==> src/rtl/multicycle_ctrl.sv <==
// Multicycle RV32I-subset control unit: IDLE/DECODE/EXEC/MEM/WB plus HALT and TRAP.
// Define CU_TRAP_EN to enable illegal-instruction and memory-timeout traps.
module multicycle_ctrl #(
    parameter int NR_REGS = 16,
    parameter int TMO_W   = 8
) (
    input  logic        clk,
    input  logic        rst,
    input  logic        inst_valid,
    output logic        inst_ready,
    input  logic [31:0] inst,
    output logic        mem_req,
    output logic        mem_we,
    output logic [7:0]  mem_wmask,
    input  logic        mem_ack,
    output logic [4:0]  rd,
    output logic [4:0]  rs1,
    output logic [4:0]  rs2,
    output logic [2:0]  fun3,
    output logic [3:0]  aluc,
    output logic        m1,
    output logic        m2,
    output logic        m3,
    output logic        m5,
    output logic [1:0]  m4,
    output logic        wen_r,
    output logic        pc_we,
    output logic        halt,
    output logic        trap,
    output logic [1:0]  trap_cause
);

    localparam logic [2:0] S_IDLE   = 3'd0;
    localparam logic [2:0] S_DECODE = 3'd1;
    localparam logic [2:0] S_EXEC   = 3'd2;
    localparam logic [2:0] S_MEM    = 3'd3;
    localparam logic [2:0] S_WB     = 3'd4;
    localparam logic [2:0] S_HALT   = 3'd5;
    localparam logic [2:0] S_TRAP   = 3'd6;

    logic [2:0]  state, state_nx;
    logic [31:0] ir;

    logic [6:0] opc;
    logic [2:0] f3;
    logic [6:0] f7;
    logic is_add, is_sub, is_addi, is_lw, is_sw, is_auipc, is_jal, is_jalr, is_ebreak;
    logic use_rd, use_rs1, use_rs2, reg_bad, legal, writes_rd, in_ex;

    assign opc = ir[6:0];
    assign f3  = ir[14:12];
    assign f7  = ir[31:25];

    assign is_add    = (opc == 7'b0110011) && (f3 == 3'b000) && (f7 == 7'b0000000);
    assign is_sub    = (opc == 7'b0110011) && (f3 == 3'b000) && (f7 == 7'b0100000);
    assign is_addi   = (opc == 7'b0010011) && (f3 == 3'b000);
    assign is_lw     = (opc == 7'b0000011) && (f3 == 3'b010);
    assign is_sw     = (opc == 7'b0100011) && (f3 == 3'b010);
    assign is_auipc  = (opc == 7'b0010111);
    assign is_jal    = (opc == 7'b1101111);
    assign is_jalr   = (opc == 7'b1100111) && (f3 == 3'b000);
    assign is_ebreak = (ir == 32'h0010_0073);

    assign use_rd  = is_add | is_sub | is_addi | is_lw | is_auipc | is_jal | is_jalr;
    assign use_rs1 = is_add | is_sub | is_addi | is_lw | is_sw | is_jalr;
    assign use_rs2 = is_add | is_sub | is_sw;

    // RV32E only has x0..x15, so any referenced register index with bit 4 set is illegal.
    assign reg_bad = (NR_REGS == 16) &&
                     ((use_rd && ir[11]) || (use_rs1 && ir[19]) || (use_rs2 && ir[24]));
    assign legal     = (use_rd | use_rs1 | use_rs2) && !reg_bad;
    assign writes_rd = legal && use_rd;

`ifdef CU_TRAP_EN
    // Last count value before the limit; a missing ack in that cycle trips the timeout.
    localparam logic [TMO_W-1:0] TMO_LIM = {{(TMO_W-1){1'b1}}, 1'b0};
    logic [TMO_W-1:0] tmo_cnt;
    logic             tmo_hit;
    assign tmo_hit = (tmo_cnt == TMO_LIM);
`endif

    always_comb begin
        state_nx = state;
        case (state)
            S_IDLE:   if (inst_valid) state_nx = S_DECODE;
            S_DECODE: begin
                if (is_ebreak)  state_nx = S_HALT;
`ifdef CU_TRAP_EN
                else if (!legal) state_nx = S_TRAP;
`else
                else if (!legal) state_nx = S_WB;
`endif
                else            state_nx = S_EXEC;
            end
            S_EXEC:   state_nx = (is_lw || is_sw) ? S_MEM : S_WB;
            S_MEM: begin
                if (mem_ack)      state_nx = S_WB;
`ifdef CU_TRAP_EN
                else if (tmo_hit) state_nx = S_TRAP;
`endif
            end
            S_WB:     state_nx = S_IDLE;
            S_HALT:   state_nx = S_HALT;
            S_TRAP:   state_nx = S_TRAP;
            default:  state_nx = S_IDLE;
        endcase
    end

    always_ff @(posedge clk) begin
        if (rst) begin
            state <= S_IDLE;
            ir    <= '0;
        end else begin
            state <= state_nx;
            if (state == S_IDLE && inst_valid) ir <= inst;
        end
    end

`ifdef CU_TRAP_EN
    always_ff @(posedge clk) begin
        if (rst) begin
            tmo_cnt    <= '0;
            trap       <= 1'b0;
            trap_cause <= 2'd0;
        end else begin
            if (state != S_MEM)  tmo_cnt <= '0;
            else if (!mem_ack)   tmo_cnt <= tmo_cnt + 1'b1;
            if (state_nx == S_TRAP && state != S_TRAP) begin
                trap       <= 1'b1;
                trap_cause <= (state == S_MEM) ? 2'd2 : 2'd1;
            end
        end
    end
`else
    logic unused_tmo;
    assign unused_tmo = (TMO_W > 0);
    assign trap       = 1'b0;
    assign trap_cause = 2'd0;
`endif

    // Selects derive from the held instruction, so they stay constant from EXEC through WB.
    assign in_ex = (state == S_EXEC) || (state == S_MEM) || (state == S_WB);

    always_comb begin
        aluc = 4'd0;
        m1   = 1'b0;
        m2   = 1'b0;
        m3   = 1'b0;
        m4   = 2'd0;
        m5   = 1'b0;
        if (in_ex && legal) begin
            aluc = is_sub ? 4'd1 : (is_jalr ? 4'd2 : 4'd0);
            m1   = is_auipc | is_jal;
            m2   = is_addi | is_jalr | is_lw | is_sw;
            m3   = is_jal | is_jalr;
            m4   = is_lw ? 2'd1 : ((is_jal | is_jalr) ? 2'd2 : 2'd0);
            m5   = is_lw;
        end
    end

    assign inst_ready = (state == S_IDLE);
    assign mem_req    = (state == S_MEM);
    assign mem_we     = (state == S_MEM) && is_sw;
    assign mem_wmask  = ((state == S_MEM) && is_sw) ? 8'h0F : 8'h00;
    assign pc_we      = (state == S_WB);
    assign wen_r      = (state == S_WB) && writes_rd && (ir[11:7] != 5'd0);
    assign halt       = (state == S_HALT);

    assign rd   = ir[11:7];
    assign rs1  = ir[19:15];
    assign rs2  = ir[24:20];
    assign fun3 = ir[14:12];

endmodule

==> config.mk <==
export PLATFORM = sky130hd
export DESIGN_NAME = multicycle_ctrl
export DESIGN_NICKNAME = d
export VERILOG_FILES = /design/src/rtl/multicycle_ctrl.sv
export SDC_FILE = /design/constraint.sdc
export NUM_CORES = 1
export LEC_CHECK = 0
export ABC_CLOCK_PERIOD_IN_PS = 5450
export BUFFER_PORTS_ARGS = -buffer_cell sky130_fd_sc_hd__buf_2
export CORE_MARGIN = 2
export CORE_UTILIZATION = 52
export DETAILED_ROUTE_END_ITERATION = 8
export MAX_ROUTING_LAYER = met4
export PLACE_DENSITY_LB_ADDON = 0.25
export SYNTH_ARGS = -nofsm -noshare
export SYNTH_HDL_FRONTEND = slang
export SYNTH_SLANG_ARGS = --single-unit
==> constraint.sdc <==
create_clock -name clk -period 5.45 [get_ports clk]
set_input_delay 0.545 -clock clk [delete_from_list [all_inputs] [get_ports clk]]
set_output_delay 0.545 -clock clk [all_outputs]
set_load 0.01 [all_outputs]
==> metrics <==
status=finished, final reports clean; CP endpoint kind=output pin; Crit Reg-Reg Startpoint=state[2]$_SDFFE_PP0P_; area of the mapped netlist=2000 sq um; vias in the first global route=1,578; vias=1,883; Vias/cell=5.33; Core ar.=3690 sq um; final number of hold-violating endpoints=0; Root Buffer=clkbuf_8; routability cong.=0.887; ranking of synthesized cells by area=dfxtp_1, nand2_1, buf_4, a21oi_1, nor2_1; Worst Skew=0.00261 ns; max frequency=352 MHz; WL/cell=13.0 um; end of the worst hold path=ir[8]$_SDFFE_PP0P_; Sink Count=35; Reg2Reg Setup Slack=3.32 ns; met2 GRT Util=35.5%; Critical R2R Capture=ir[20]$_SDFFE_PP0P_; PwrDens=263 nW/um^2; IO Count=81; non-filler cells, final=353; # diodes=0; Post-Syn Instances=264; Async S/R FF share, synth=0%; unrepaired setup endpoints after global routing=false; Hold Path Depth=2; nets=341; EDFF count, synth=0; Ys Warns=0; Clk pin slew, worst setup/hold paths=0.06 ns; switching share of power=29.5%; CP max stage delay=0.52 ns; final setup violating endpoints=0; full die area=4350 sq um; First-pass DRT Iterations=4; worst vdd ir=0.170 mV; drt drc=0; mean area per synthesized cell=7.56 sq um; startpoint types=flip-flop; sequential power share=50.2%; Distinct cells, synth=49; Port Buffers=71; buffer and inverter count on the worst path=1; Worst-Margin Slew=1.17 ns; combinational power share=17.9%; min Tclk post-route=2.84 ns; top_reg_cell synth=dfxtp_1; largest area contributor in the netlist=dfxtp_1; number of gates resized after CTS=0; Yosys top cell area share=35.1%; min-delay src=ir[8]$_SDFFE_PP0P_; first-pass GRT wire length=7200 um; layout cells sized above 1=30.5%; met3 Use GR=5.96%; Critical Path Fanout Max=10; hpwl dp=3390 um; Hold Crit Class=reg -> reg; CP delay by family, top=simple AND/OR/NAND/NOR gates; TritonCTS buffer count=5; internal power=0.417 mW; Crit Path Class=reg -> out; most common cell in the synthesized netlist=nand2_1; latest clock arrival within the worst-skew pair=0.29 ns; Routed Antenna Nets=0; Setup TNS=0 ns; Most Used Layer, Global Route=met2; Area Growth Syn to Fin=12.6%; Longest Clk Path Bufs=2; max-cap violations=0; #FFs+latches synth=35; Worst path slowest cell=dfxtp_1; Die X-Extent=66.0 um; Finished Cell Area=2250 sq um; Initial Util=54.1%; FP Rows=22; placed instance count=346; Seq/Total Area, Yosys=35.1%; Area after DPL=2160 sq um; initial antenna violation count=0; Total Routed Length=4590 um; critical path cell sequence=and4bb_1 -> nand4b_1 -> a221oi_4 -> o2111ai_2 -> nor4_2 -> buf_2; setup bufs post-CTS=0; synth cell count leaders=nand2_1, a21oi_1, dfxtp_1; TritonCTS clock tree=built; largest net degree at the start of global routing=38; Slew Viols, Final=0; # hold bufs at CTS=0; GRT Util Overall=22.4%; H-tree levels=2; headroom to the max-slew limit=21.7%; CP arrival=2.29 ns; initial DRC count=108; global routing usage on met1=27.6%; gr ovfl total=0; WP data required=4.91 ns; P_sw=0.174 mW; period utilisation layout=52.1%; Reg2Reg Depth=6; Pleak=1.01 nW; Clock power frac=31.9%; Die Ht=66.0 um
## area by class of cell
class / instances / area, sq um
Fill cell: 377 / 1440
Multi-Input combinational cell: 187 / 1020
Sequential cell: 35 / 701
Timing Repair Buffer: 72 / 363
Clock buffer: 6 / 82.6
Tap cell: 48 / 60.1
Inverter: 4 / 15.0
Clock inverter: 1 / 5.00
## logic make-up (layout without fill, tap and decap cells)
kind of cell / Yosys count / in the layout / synth area share [%]
and+or+nand+nor: 123 / 123 / 31.3
AOI/OAI and AO/OA: 55 / 55 / 17.9
buffers and inverters: 50 / 83 / 15.5
DFF: 35 / 35 / 35.1
other: 1 / 9 / 0.188
## per-layer routing
| metal | part of all wire [%] | vias to the layer above |
|---|---|---|
| met3 | 6.8 | 7 |
| met5 | 0 | - |
| met1 | 45 | 852 |
| li1 | - | 948 |
| met2 | 46 | 76 |
| met4 | 1.6 | 0 |
## worst reg2reg max path: stages (launching register included)
cell and delay, ns:
dfxtp_1 0.43, inv_1 0.19, nand2_1 0.11, nor3_2 0.75, buf_4 0.37, nand2_1 0.08
a21oi_1 0.13
## worst max-delay path by stage
stage                   startpoint     to  slack, ns  cells after the start
2_1_floorplan   ir[4]$_SDFFE_PP0P_  m4[0]       2.93                      5
3_3_place_gp    ir[3]$_SDFFE_PP0P_  m4[0]       2.94                      6
3_5_place_dp    ir[3]$_SDFFE_PP0P_     m5       2.90                      6
4_1_cts        ir[25]$_SDFFE_PP0P_     m5       2.58                      6
5_1_grt         ir[3]$_SDFFE_PP0P_  m4[0]       2.28                      6
6_report        ir[5]$_SDFFE_PP0P_     m5       2.61                      6
## power groups by stage
stage	sequential [mW]	clock [mW]	combinational, mW
after global routing	0.299	0.202	0.120
after floorplan	0.292	0	0.0923
after CTS	0.296	0.192	0.107
after global placement	0.301	0	0.106
after detailed placement	0.302	0	0.106
final	0.296	0.188	0.106
## layout by cell type, fill, tap and decap left out, types with 2 or more instances in the layout
cell type / n
buf_2: 71
nor4_2: 2
or4b_2: 2
nor4b_1: 3
nor4_1: 3
inv_1: 4
nor2_1: 15
or4_1: 2
conb_1: 9
and4b_1: 3
dfxtp_1: 35
nand2_1: 70
o211ai_1: 3
a21oi_1: 36
nand3_1: 3
nor3_2: 3
nor3_1: 2
o21ai_0: 3
clkbuf_8: 6
## state kept, by name (all words and copies together) (netlist names)
register	cells
state	3
ir	32
## metrics by stage
| stage | total power [mW] | hold WS [ns] | setup WS [ns] | utilization, % |
|---|---|---|---|---|
| after global placement | 0.407 | 0.450 | 2.94 | 58.5 |
| after global routing | 0.621 | 0.482 | 2.28 | 60.9 |
| after floorplan | 0.385 | 0.432 | 2.93 | - |
| after detailed placement | 0.408 | 0.453 | 2.90 | 58.5 |
| after CTS | 0.595 | 0.461 | 2.58 | 60.9 |
| final | 0.591 | 0.462 | 2.61 | 60.9 |
No activity file was read; power rests on OpenSTA's default activity.
